==> config.mk <==
export PLATFORM = sky130hd
export DESIGN_NAME = mmu_rsp_arbiter
export DESIGN_NICKNAME = d
export VERILOG_FILES = /design/src/rtl/mmu_rsp_arbiter_pkg.sv /design/src/rtl/mmu_rsp_fifo.sv /design/src/rtl/mmu_rsp_arbiter.sv
export SDC_FILE = /design/constraint.sdc
export NUM_CORES = 1
export LEC_CHECK = 0
export CAP_MARGIN = 10
export CORE_ASPECT_RATIO = 0.5
export CORE_UTILIZATION = 50
export DETAILED_ROUTE_END_ITERATION = 8
export GPL_ROUTABILITY_DRIVEN = 0
export PLACE_DENSITY = 0.68
export SYNTH_ARGS = -nofsm -noshare
export SYNTH_HDL_FRONTEND = slang
export SYNTH_HIERARCHICAL = 1
export SYNTH_SLANG_ARGS = --single-unit
==> constraint.sdc <==
create_clock -name clk -period 5.2 [get_ports clk]
set_input_delay 1.04 -clock clk [delete_from_list [all_inputs] [get_ports clk]]
set_output_delay 1.04 -clock clk [all_outputs]
set_load 0.01 [all_outputs]
==> src/rtl/mmu_rsp_arbiter_pkg.sv <==
`default_nettype none
// ============================================================================
// Module      : mmu_rsp_arbiter_pkg
// Description : Shared widths and encodings for the MMU response path.
//               The width constants mirror the MMU core's shared width set
//               (request id, page index in 512 B units, fail reason).
// Revision    : 1.0 - initial release
// ============================================================================
package mmu_rsp_arbiter_pkg;

  localparam int REQ_ID_WIDTH       = 8;
  localparam int ALL_PAGE_IDX_WIDTH = 12;
  localparam int FAIL_REASON_WIDTH  = 2;

  // Response type encoding on rsp_type.
  localparam logic RSP_TYPE_ALLOC = 1'b0;
  localparam logic RSP_TYPE_FREE  = 1'b1;

  // Channel that won the most recent arbitration.
  typedef enum logic {
    GRANT_ALLOC = 1'b0,
    GRANT_FREE  = 1'b1
  } grant_e;

endpackage
`default_nettype wire

==> src/rtl/mmu_rsp_fifo.sv <==
`default_nettype none
// ============================================================================
// Module      : mmu_rsp_fifo
// Description : Register-array FIFO with fall-through read data.
//               A push while full is accepted only when a pop happens in the
//               same cycle; otherwise it is ignored (the caller flags it).
// Ports       : clk, rst_n (async, active-low)
//               push/wdata  - write one entry
//               pop/rdata   - rdata is the head entry, valid while !empty
//               full, empty, count - occupancy status
// Revision    : 1.0 - initial release
// ============================================================================
module mmu_rsp_fifo #(
  parameter int WIDTH = 8,
  parameter int DEPTH = 8,
  parameter int PTR_W = 3
) (
  input  logic             clk,
  input  logic             rst_n,
  input  logic             push,
  input  logic [WIDTH-1:0] wdata,
  input  logic             pop,
  output logic [WIDTH-1:0] rdata,
  output logic             full,
  output logic             empty,
  output logic [PTR_W:0]   count
);

  localparam logic [PTR_W:0] DEPTH_CNT = DEPTH[PTR_W:0];

  logic [WIDTH-1:0] mem [DEPTH];
  logic [PTR_W-1:0] wr_ptr;
  logic [PTR_W-1:0] rd_ptr;
  logic             do_push;
  logic             do_pop;

  assign full    = (count == DEPTH_CNT);
  assign empty   = (count == '0);
  assign do_pop  = pop && !empty;
  assign do_push = push && (!full || do_pop);
  assign rdata   = mem[rd_ptr];

  // Storage carries no reset; only pointers and occupancy define validity.
  always_ff @(posedge clk) begin
    if (do_push) begin
      mem[wr_ptr] <= wdata;
    end
  end

  // Pointers wrap naturally because DEPTH is a power of two.
  always_ff @(posedge clk or negedge rst_n) begin
    if (!rst_n) begin
      wr_ptr <= '0;
      rd_ptr <= '0;
      count  <= '0;
    end else begin
      if (do_push) wr_ptr <= wr_ptr + 1'b1;
      if (do_pop)  rd_ptr <= rd_ptr + 1'b1;
      if (do_push && !do_pop)      count <= count + 1'b1;
      else if (!do_push && do_pop) count <= count - 1'b1;
    end
  end

endmodule
`default_nettype wire

==> src/rtl/mmu_rsp_arbiter.sv <==
`default_nettype none
// ============================================================================
// Module      : mmu_rsp_arbiter
// Description : Buffers the MMU core's alloc/free response strobes in two
//               FIFOs and merges them round-robin into one valid/ready
//               response stream. Drops on a full FIFO set a sticky flag.
// Ports       : clk, rst_n (async, active-low)
//               alloc_rsp_* / free_rsp_* - fire-and-forget response strobes
//               rsp_valid/rsp_ready, rsp_*  - merged registered output
//               *_afull - occupancy >= AFULL_LVL; *_ovf - sticky drop flags
//               ovf_clr - clears both overflow flags (a new drop wins)
// Revision    : 1.0 - initial release
// ============================================================================
module mmu_rsp_arbiter
  import mmu_rsp_arbiter_pkg::*;
#(
  parameter int DEPTH     = 8,
  parameter int PTR_W     = 3,
  parameter int ID_W      = REQ_ID_WIDTH,
  parameter int IDX_W     = ALL_PAGE_IDX_WIDTH,
  parameter int FR_W      = FAIL_REASON_WIDTH,
  parameter int AFULL_LVL = 6
) (
  input  logic             clk,
  input  logic             rst_n,
  input  logic             alloc_rsp_write_en,
  input  logic [ID_W-1:0]  alloc_rsp_id,
  input  logic [IDX_W-1:0] alloc_rsp_page_idx,
  input  logic             alloc_rsp_fail,
  input  logic [FR_W-1:0]  alloc_rsp_fail_reason,
  input  logic             free_rsp_write_en,
  input  logic [ID_W-1:0]  free_rsp_id,
  input  logic             free_rsp_fail,
  input  logic [FR_W-1:0]  free_rsp_fail_reason,
  output logic             rsp_valid,
  input  logic             rsp_ready,
  output logic             rsp_type,
  output logic [ID_W-1:0]  rsp_id,
  output logic [IDX_W-1:0] rsp_page_idx,
  output logic             rsp_fail,
  output logic [FR_W-1:0]  rsp_fail_reason,
  output logic             alloc_afull,
  output logic             free_afull,
  output logic             alloc_ovf,
  output logic             free_ovf,
  input  logic             ovf_clr
);

  localparam int              AW        = ID_W + IDX_W + 1 + FR_W;
  localparam int              FW        = ID_W + 1 + FR_W;
  localparam logic [PTR_W:0]  AFULL_CNT = AFULL_LVL[PTR_W:0];

  logic [AW-1:0]    alloc_wdata, alloc_rdata;
  logic [FW-1:0]    free_wdata, free_rdata;
  logic             alloc_full, alloc_empty, free_full, free_empty;
  logic [PTR_W:0]   alloc_count, free_count;
  logic [PTR_W:0]   alloc_cnt_next, free_cnt_next;
  logic             alloc_pop, free_pop;
  logic             alloc_push_ok, free_push_ok;
  logic             alloc_drop, free_drop;
  logic             load, grant_alloc, grant_free;
  grant_e           last_grant;

  logic [ID_W-1:0]  a_id, f_id;
  logic [IDX_W-1:0] a_page;
  logic             a_fail, f_fail;
  logic [FR_W-1:0]  a_reason, f_reason;

  assign alloc_wdata = {alloc_rsp_id, alloc_rsp_page_idx, alloc_rsp_fail, alloc_rsp_fail_reason};
  assign free_wdata  = {free_rsp_id, free_rsp_fail, free_rsp_fail_reason};
  assign {a_id, a_page, a_fail, a_reason} = alloc_rdata;
  assign {f_id, f_fail, f_reason}         = free_rdata;

  mmu_rsp_fifo #(.WIDTH(AW), .DEPTH(DEPTH), .PTR_W(PTR_W)) u_alloc_fifo (
    .clk   (clk),
    .rst_n (rst_n),
    .push  (alloc_rsp_write_en),
    .wdata (alloc_wdata),
    .pop   (alloc_pop),
    .rdata (alloc_rdata),
    .full  (alloc_full),
    .empty (alloc_empty),
    .count (alloc_count)
  );

  mmu_rsp_fifo #(.WIDTH(FW), .DEPTH(DEPTH), .PTR_W(PTR_W)) u_free_fifo (
    .clk   (clk),
    .rst_n (rst_n),
    .push  (free_rsp_write_en),
    .wdata (free_wdata),
    .pop   (free_pop),
    .rdata (free_rdata),
    .full  (free_full),
    .empty (free_empty),
    .count (free_count)
  );

  // rsp_ready only qualifies the load; it never reaches rsp_* combinationally.
  assign load = !rsp_valid || rsp_ready;

  // On a tie the channel that did not win last time gets the slot.
  always_comb begin
    grant_alloc = !alloc_empty && (free_empty || (last_grant == GRANT_FREE));
    grant_free  = !free_empty && !grant_alloc;
  end

  assign alloc_pop = load && grant_alloc;
  assign free_pop  = load && grant_free;

  // Post-edge occupancy, so afull is registered in step with the FIFO count.
  assign alloc_push_ok  = alloc_rsp_write_en && (!alloc_full || alloc_pop);
  assign free_push_ok   = free_rsp_write_en && (!free_full || free_pop);
  assign alloc_cnt_next = alloc_count + {{PTR_W{1'b0}}, alloc_push_ok} - {{PTR_W{1'b0}}, alloc_pop};
  assign free_cnt_next  = free_count + {{PTR_W{1'b0}}, free_push_ok} - {{PTR_W{1'b0}}, free_pop};
  assign alloc_drop     = alloc_rsp_write_en && alloc_full && !alloc_pop;
  assign free_drop      = free_rsp_write_en && free_full && !free_pop;

  always_ff @(posedge clk or negedge rst_n) begin
    if (!rst_n) begin
      rsp_valid       <= 1'b0;
      rsp_type        <= RSP_TYPE_ALLOC;
      rsp_id          <= '0;
      rsp_page_idx    <= '0;
      rsp_fail        <= 1'b0;
      rsp_fail_reason <= '0;
      last_grant      <= GRANT_FREE;
    end else if (load) begin
      if (grant_alloc) begin
        rsp_valid       <= 1'b1;
        rsp_type        <= RSP_TYPE_ALLOC;
        rsp_id          <= a_id;
        rsp_page_idx    <= a_page;
        rsp_fail        <= a_fail;
        rsp_fail_reason <= a_reason;
        last_grant      <= GRANT_ALLOC;
      end else if (grant_free) begin
        rsp_valid       <= 1'b1;
        rsp_type        <= RSP_TYPE_FREE;
        rsp_id          <= f_id;
        rsp_page_idx    <= '0;
        rsp_fail        <= f_fail;
        rsp_fail_reason <= f_reason;
        last_grant      <= GRANT_FREE;
      end else begin
        rsp_valid       <= 1'b0;
      end
    end
  end

  // A drop in the same cycle as ovf_clr keeps the flag set.
  always_ff @(posedge clk or negedge rst_n) begin
    if (!rst_n) begin
      alloc_afull <= 1'b0;
      free_afull  <= 1'b0;
      alloc_ovf   <= 1'b0;
      free_ovf    <= 1'b0;
    end else begin
      alloc_afull <= (alloc_cnt_next >= AFULL_CNT);
      free_afull  <= (free_cnt_next >= AFULL_CNT);
      if (alloc_drop)   alloc_ovf <= 1'b1;
      else if (ovf_clr) alloc_ovf <= 1'b0;
      if (free_drop)    free_ovf  <= 1'b1;
      else if (ovf_clr) free_ovf  <= 1'b0;
    end
  end

endmodule
`default_nettype wire

==> results of run 1 <==
[cell usage in the layout, fill, tap and decap left out, types with 3 or more instances in the layout]
cell type / Yosys / routed
nor2_2: 0 / 3
nand2_1: 8 / 8
a22o_1: 12 / 12
clkbuf_16: 0 / 29
clkbuf_8: 0 / 6
xor2_1: 3 / 3
nor3_1: 11 / 7
xnor2_1: 12 / 12
dfrtp_1: 49 / 47
ha_1: 18 / 18
inv_1: 21 / 21
nor3_2: 0 / 4
clkinv_2: 0 / 4
nand3_1: 6 / 6
inv_2: 4 / 4
mux2_2: 34 / 34
mux4_2: 68 / 68
clkbuf_1: 10 / 9
a221o_1: 11 / 11
mux2_1: 4 / 4
fa_1: 4 / 4
clkdlybuf4s50_1: 0 / 67
nor2_1: 11 / 8
a21oi_1: 9 / 9
nand2b_1: 5 / 5
edfxtp_1: 272 / 272
a21boi_0: 11 / 11
mux2i_1: 3 / 3
o211ai_1: 9 / 9
buf_4: 1 / 23
[stage by stage]
stage,cell area (sq um),std cells,util [%]
final,15200,1111,59.7
after floorplan,13000,648,-
after detailed placement,14200,1057,56.0
after CTS,15200,1111,59.7
after global routing,15200,1111,59.7
after global placement,14200,1057,56.0
[Yosys cell counts, drive strengths merged, types with 12 or more instances]
cell    number  share of area [%]
mux4        68                 12
mux2        40                3.5
inv         25               0.72
a22o        12               0.81
buf         16               0.90
ha          18                1.7
xnor2       12               0.81
edfxtp     272                 63
dfrtp       49                9.4
nor3        13               0.67
[logic make-up (layout without fill, tap and decap cells)]
group / Yosys count / in the layout / share of synthesized area, %
multiplexers: 111 / 111 / 15.5
AO/OA/AOI/OAI: 68 / 68 / 4.36
buffers and inverters: 52 / 171 / 1.95
flip-flops: 322 / 322 / 72.3
XOR/XNOR: 15 / 15 / 1.01
AND/OR/NAND/NOR: 58 / 58 / 2.58
adder cells (fa/ha/maj): 22 / 22 / 2.34
[critical path: stages (launching register included)]
cell	delay [ns]
dfrtp_1	0.51
nor4_1	0.83
nor2b_1	0.18
nor3_4	0.72
o41ai_2	0.29
ha_1	0.32
inv_1	0.15
ha_1	0.31
or4_1	0.50
o211ai_1	0.12
o211ai_1	0.10
[routing by layer]
metal,track usage [%],routed length [microns],up-vias
met1,26.7,11200,3325
met5,0,0,-
met3,3.69,979,32
met4,3.75,384,0
met2,31.7,12200,97
li1,-,-,2839
[final timing paths]
kind / startpoint / endpoint / slack (ns) / depth (start not counted)
max: u_alloc_fifo/count[1]$_DFFE_PN0P_ / u_free_fifo/count[3]$_DFFE_PN0P_ / 1.04 / 10
min in group asynchronous: rst_n / u_free_fifo/count[1]$_DFFE_PN0P_ / 0.62 / 2
min: rsp_page_idx[11]$_DFFE_PN0P_ / rsp_page_idx[11]$_DFFE_PN0P_ / 0.50 / 1
max in group asynchronous: rst_n / u_alloc_fifo/rd_ptr[1]$_DFFE_PN0P_ / 4.07 / 2
max reg2reg: u_alloc_fifo/count[1]$_DFFE_PN0P_ / u_free_fifo/count[3]$_DFFE_PN0P_ / 1.04 / 10
min reg2reg: rsp_page_idx[11]$_DFFE_PN0P_ / rsp_page_idx[11]$_DFFE_PN0P_ / 0.50 / 1
[area by class of cell]
class	instances	share of cell area [%]
Tap cell	344	2.84
Clock buffer	44	5.55
Clock inverter	10	0.718
Inverter	25	0.619
Timing Repair Buffer	92	5.73
Multi-Input combinational cell	274	22.4
Sequential cell	322	62.1
[flip-flops by register name (all words and copies together), names as in the netlist]
register             cells
u_alloc_fifo/mem       184
u_free_fifo/mem         88
rsp_page_idx            12
rsp_id                   8
u_alloc_fifo/count       4
u_free_fifo/count        4
u_alloc_fifo/rd_ptr      3
u_alloc_fifo/wr_ptr      3
u_free_fifo/rd_ptr       3
u_free_fifo/wr_ptr       3
rsp_fail_reason          2
alloc_afull              1
alloc_ovf                1
free_afull               1
free_ovf                 1
last_grant               1
rsp_fail                 1
rsp_type                 1
rsp_valid                1
[power groups by stage]
stage	sequential [mW]	combinational, mW	clock (mW)
3_5_place_dp	3.84	2.71	0
4_1_cts	3.79	2.72	2.17
2_1_floorplan	3.62	2.03	0
6_report	3.77	2.69	2.12
3_3_place_gp	3.81	2.64	0
5_1_grt	3.84	2.91	2.26
==> run metrics, run 1 <==
Final setup viols=0; Remaining DRCs=0; hold buffer count at cts=0; Arr. time, crit path=4.59 ns; vias in the first global route=6,464; Post-Syn Instances=648; CTS H-tree depth=1; worst skew pair latency=0.56 ns; fillers=1,784; Die ar.=26,800 sq um; Starting DRT DRC Count=452; combinational power share=31.3%; total power=8.59 mW; clock network power share=24.7%; number of core rows=41; setup TNS=0 ns; Yosys cell types=49; Sw Ratio=30.2%; Hold Crit Class=reg2reg; Crit Path Class=reg2reg; status=completed; Max Slew Vio Count=0; Sequential Area=9420 sq um; Switching Power=2.59 mW; Power per Cell Area=566 nW/um^2; number of register bits inferred by synthesis=322; mapped cell area=13,000 sq um; multi-input logic area=3400 sq um; CTS tree=yes; n_diodes=0; pre-CTS WS=1.05 ns; final net count=806; CTS Buffer Depth=3; Die H=116 microns; number of flops mapped to enable cells by yosys=272; initial antenna violation count=0; area added between synthesis and finish=16.4%; ANT nets after route=0; share of post-route cells with drive strength above 1=25.8%; Synth warnings=6; largest net degree at the start of global routing=51; WL per Instance=22.3 microns; Slew HR=26.4%; crit path time final=4.16 ns; Net Count, Synth=710; Root Buffer=clkbuf_16; vias=6,293; static leakage=5.12 nW; Hold Vio Cnt, Final=0; period utilization=79.9%; first-pass GRT wire length=37.8 mm; Via density=5.66; CTS sink cnt=322; Max Fanout on Critical Path=19; worst clock skew=0.0180 ns; CORE AREA=25,400 sq um; grt ovf=0; ys async rst share=15.5%; Initial Utilization=51.3%; CTS resizes=0; CP required=5.63 ns; wirelength, routed=24.7 mm; Max rail drop VDD=252 uV; ys flop type=edfxtp_1; 1st-pass router iterations=4; port bufs=68; Crit. End Element=register; Clk pin slew, worst setup/hold paths=0.07 ns; Max Fclk=0.241 GHz; Num CTS Buffers=29; Seq/Total Area, Yosys=72.3%; syn_area_per_cell=20.1 sq um; Max Cap Violations=0; final worst slack=1.04 ns; Worst Tran Pin Value=1.10 ns; DP HPWL=14.6 mm; RSZ-0062 raised after global routing=false; sequential power share=44.0%; Hold Slack=0.502 ns; Post CTS Setup Buffer Count=0; Pint=5.99 mW; CP Launch Type=register; gr usage total=19.0%; die width=230 microns; I/O pins=69
Note: power is estimated with default switching activity, not from simulation.
==> run 2, diff against run 1 <==
clock period = 3.9 ns   (was 5.2 ns; I/O delays follow)
==> run metrics, run 2 (synthesis results as in run 1) <==
CTS H-tree depth=1; CORE AREA=25,400 sq um; Num CTS Buffers=29; Slew HR=26.8%; CP required=4.33 ns; most common library cell in the layout ignoring fill and taps=edfxtp_1; Worst Tran Pin Value=1.10 ns; final worst slack=0.572 ns; final net count=818; ANT nets after route=0; static leakage=5.17 nW; CTS sink cnt=322; die width=230 microns; initial antenna violation count=0; 1st-pass router iterations=4; n_diodes=0; CP cell instances=nor4_1, buf_4, nor2b_1, nor3_4, o41ai_2, ha_1, inv_1, ha_1, or4_1, o211ai_1, o211ai_1; Largest register FFs=184; area added between synthesis and finish=16.9%; CTS Buffer Depth=3; largest net degree at the start of global routing=38; Max Cap Violations=0; CP Launch Type=register; Root Buffer=clkbuf_16; Die H=116 microns; Clk pin slew, worst setup/hold paths=0.07 ns; first-pass GRT wire length=38.3 mm; CP top delay family=simple AND/OR/NAND/NOR gates; CP startpoint=u_alloc_fifo/count[1]$_DFFE_PN0P_; most frequent cells in the layout=edfxtp_1 (272), mux4_2 (68), clkdlybuf4s50_1 (67); wirelength, routed=24.8 mm; Post CTS Setup Buffer Count=0; R2R cell count=11; final core utilization=60.0%; WL per Instance=22.1 microns; crit path time final=3.33 ns; period utilization=85.3%; gr usage total=19.3%; total power=11.5 mW; Hold Vio Cnt, Final=0; CTS resizes=0; Via density=5.66; Top reg by flops=u_alloc_fifo/mem; worst skew pair latency=0.55 ns; share of post-route cells with drive strength above 1=27.0%; Max Fanout on Critical Path=9; slowest stage delay, CP=0.52 ns; Max Fclk=0.300 GHz; Crit. End Element=register; hold buffer count at cts=0; grt ovf=0; origin of the critical flop-to-flop path=u_alloc_fifo/count[1]$_DFFE_PN0P_; biggest registers after layout=u_alloc_fifo/mem (184), u_free_fifo/mem (88), rsp_page_idx (12); CTS tree=yes; critical path's slowest cell=dfrtp_1; port bufs=68; Remaining DRCs=0; Hold Crit Class=in2async; r2r setup slk=0.57 ns; pre-CTS WS=0.388 ns; vias in the first global route=6,664; RSZ-0062 raised after global routing=false; number of core rows=41; I/O pins=69; worst clock skew=0.0111 ns; Die ar.=26,800 sq um; Starting DRT DRC Count=430; placed cells=1,069; Layout Cells excl Fill=1,122; status=completed; Power per Cell Area=754 nW/um^2; vias=6,349; Max Slew Vio Count=0; reg-to-reg endpoint=u_free_fifo/count[3]$_DFFE_PN0P_; DP HPWL=15.4 mm; Arr. time, crit path=3.75 ns; Max rail drop VDD=458 uV; Crit Path Class=reg2reg; Initial Utilization=51.3%; Final setup viols=0; Worst Path Buf+Inv=2
## run 2: worst max path at each step
stage / to / depth (start not counted) / slack, ns
floorplan: u_alloc_fifo/mem[2][0]$_DFFE_PP_ / 6 / -0.08
global placement: u_alloc_fifo/count[3]$_DFFE_PN0P_ / 11 / 0.45
detailed placement: u_alloc_fifo/count[3]$_DFFE_PN0P_ / 11 / 0.39
CTS: u_free_fifo/count[3]$_DFFE_PN0P_ / 11 / 0.57
global route: u_free_fifo/count[3]$_DFFE_PN0P_ / 12 / 0.28
finish: u_free_fifo/count[3]$_DFFE_PN0P_ / 11 / 0.57
## run 2: area by class of cell
| class | count | area, sq um |
|---|---|---|
| multi-input cells | 274 | 3420 |
| clock inverters | 19 | 174 |
| fillers | 1814 | 10200 |
| flip-flops and latches | 322 | 9420 |
| repair buffers | 104 | 958 |
| clock buffers | 34 | 744 |
| well taps | 344 | 430 |
| inverters | 25 | 93.8 |
## run 2: layer usage
layer,global-route usage [%],vias up,share of wire [%]
met5,0,-,0
met4,5.56,0,2.6
met3,3.44,41,4.2
met2,32.5,121,49
met1,26.5,3325,44
li1,-,2862,-
## run 2: through the flow
stage          TNS, ns  hold slack [ns]  area, sq um
2_1_floorplan    -5.74            0.484        13000
3_3_place_gp         0            0.460        14300
3_5_place_dp         0            0.469        14300
4_1_cts              0            0.333        15200
5_1_grt              0            0.384        15200
6_report             0            0.327        15200
## run 2: power by group
| part | total [mW] | switching [mW] | internal, mW |
|---|---|---|---|
| clock network | 2.78 | 1.22 | 1.56 |
| registers | 5.05 | 0.622 | 4.43 |
| logic | 3.66 | 1.67 | 1.99 |
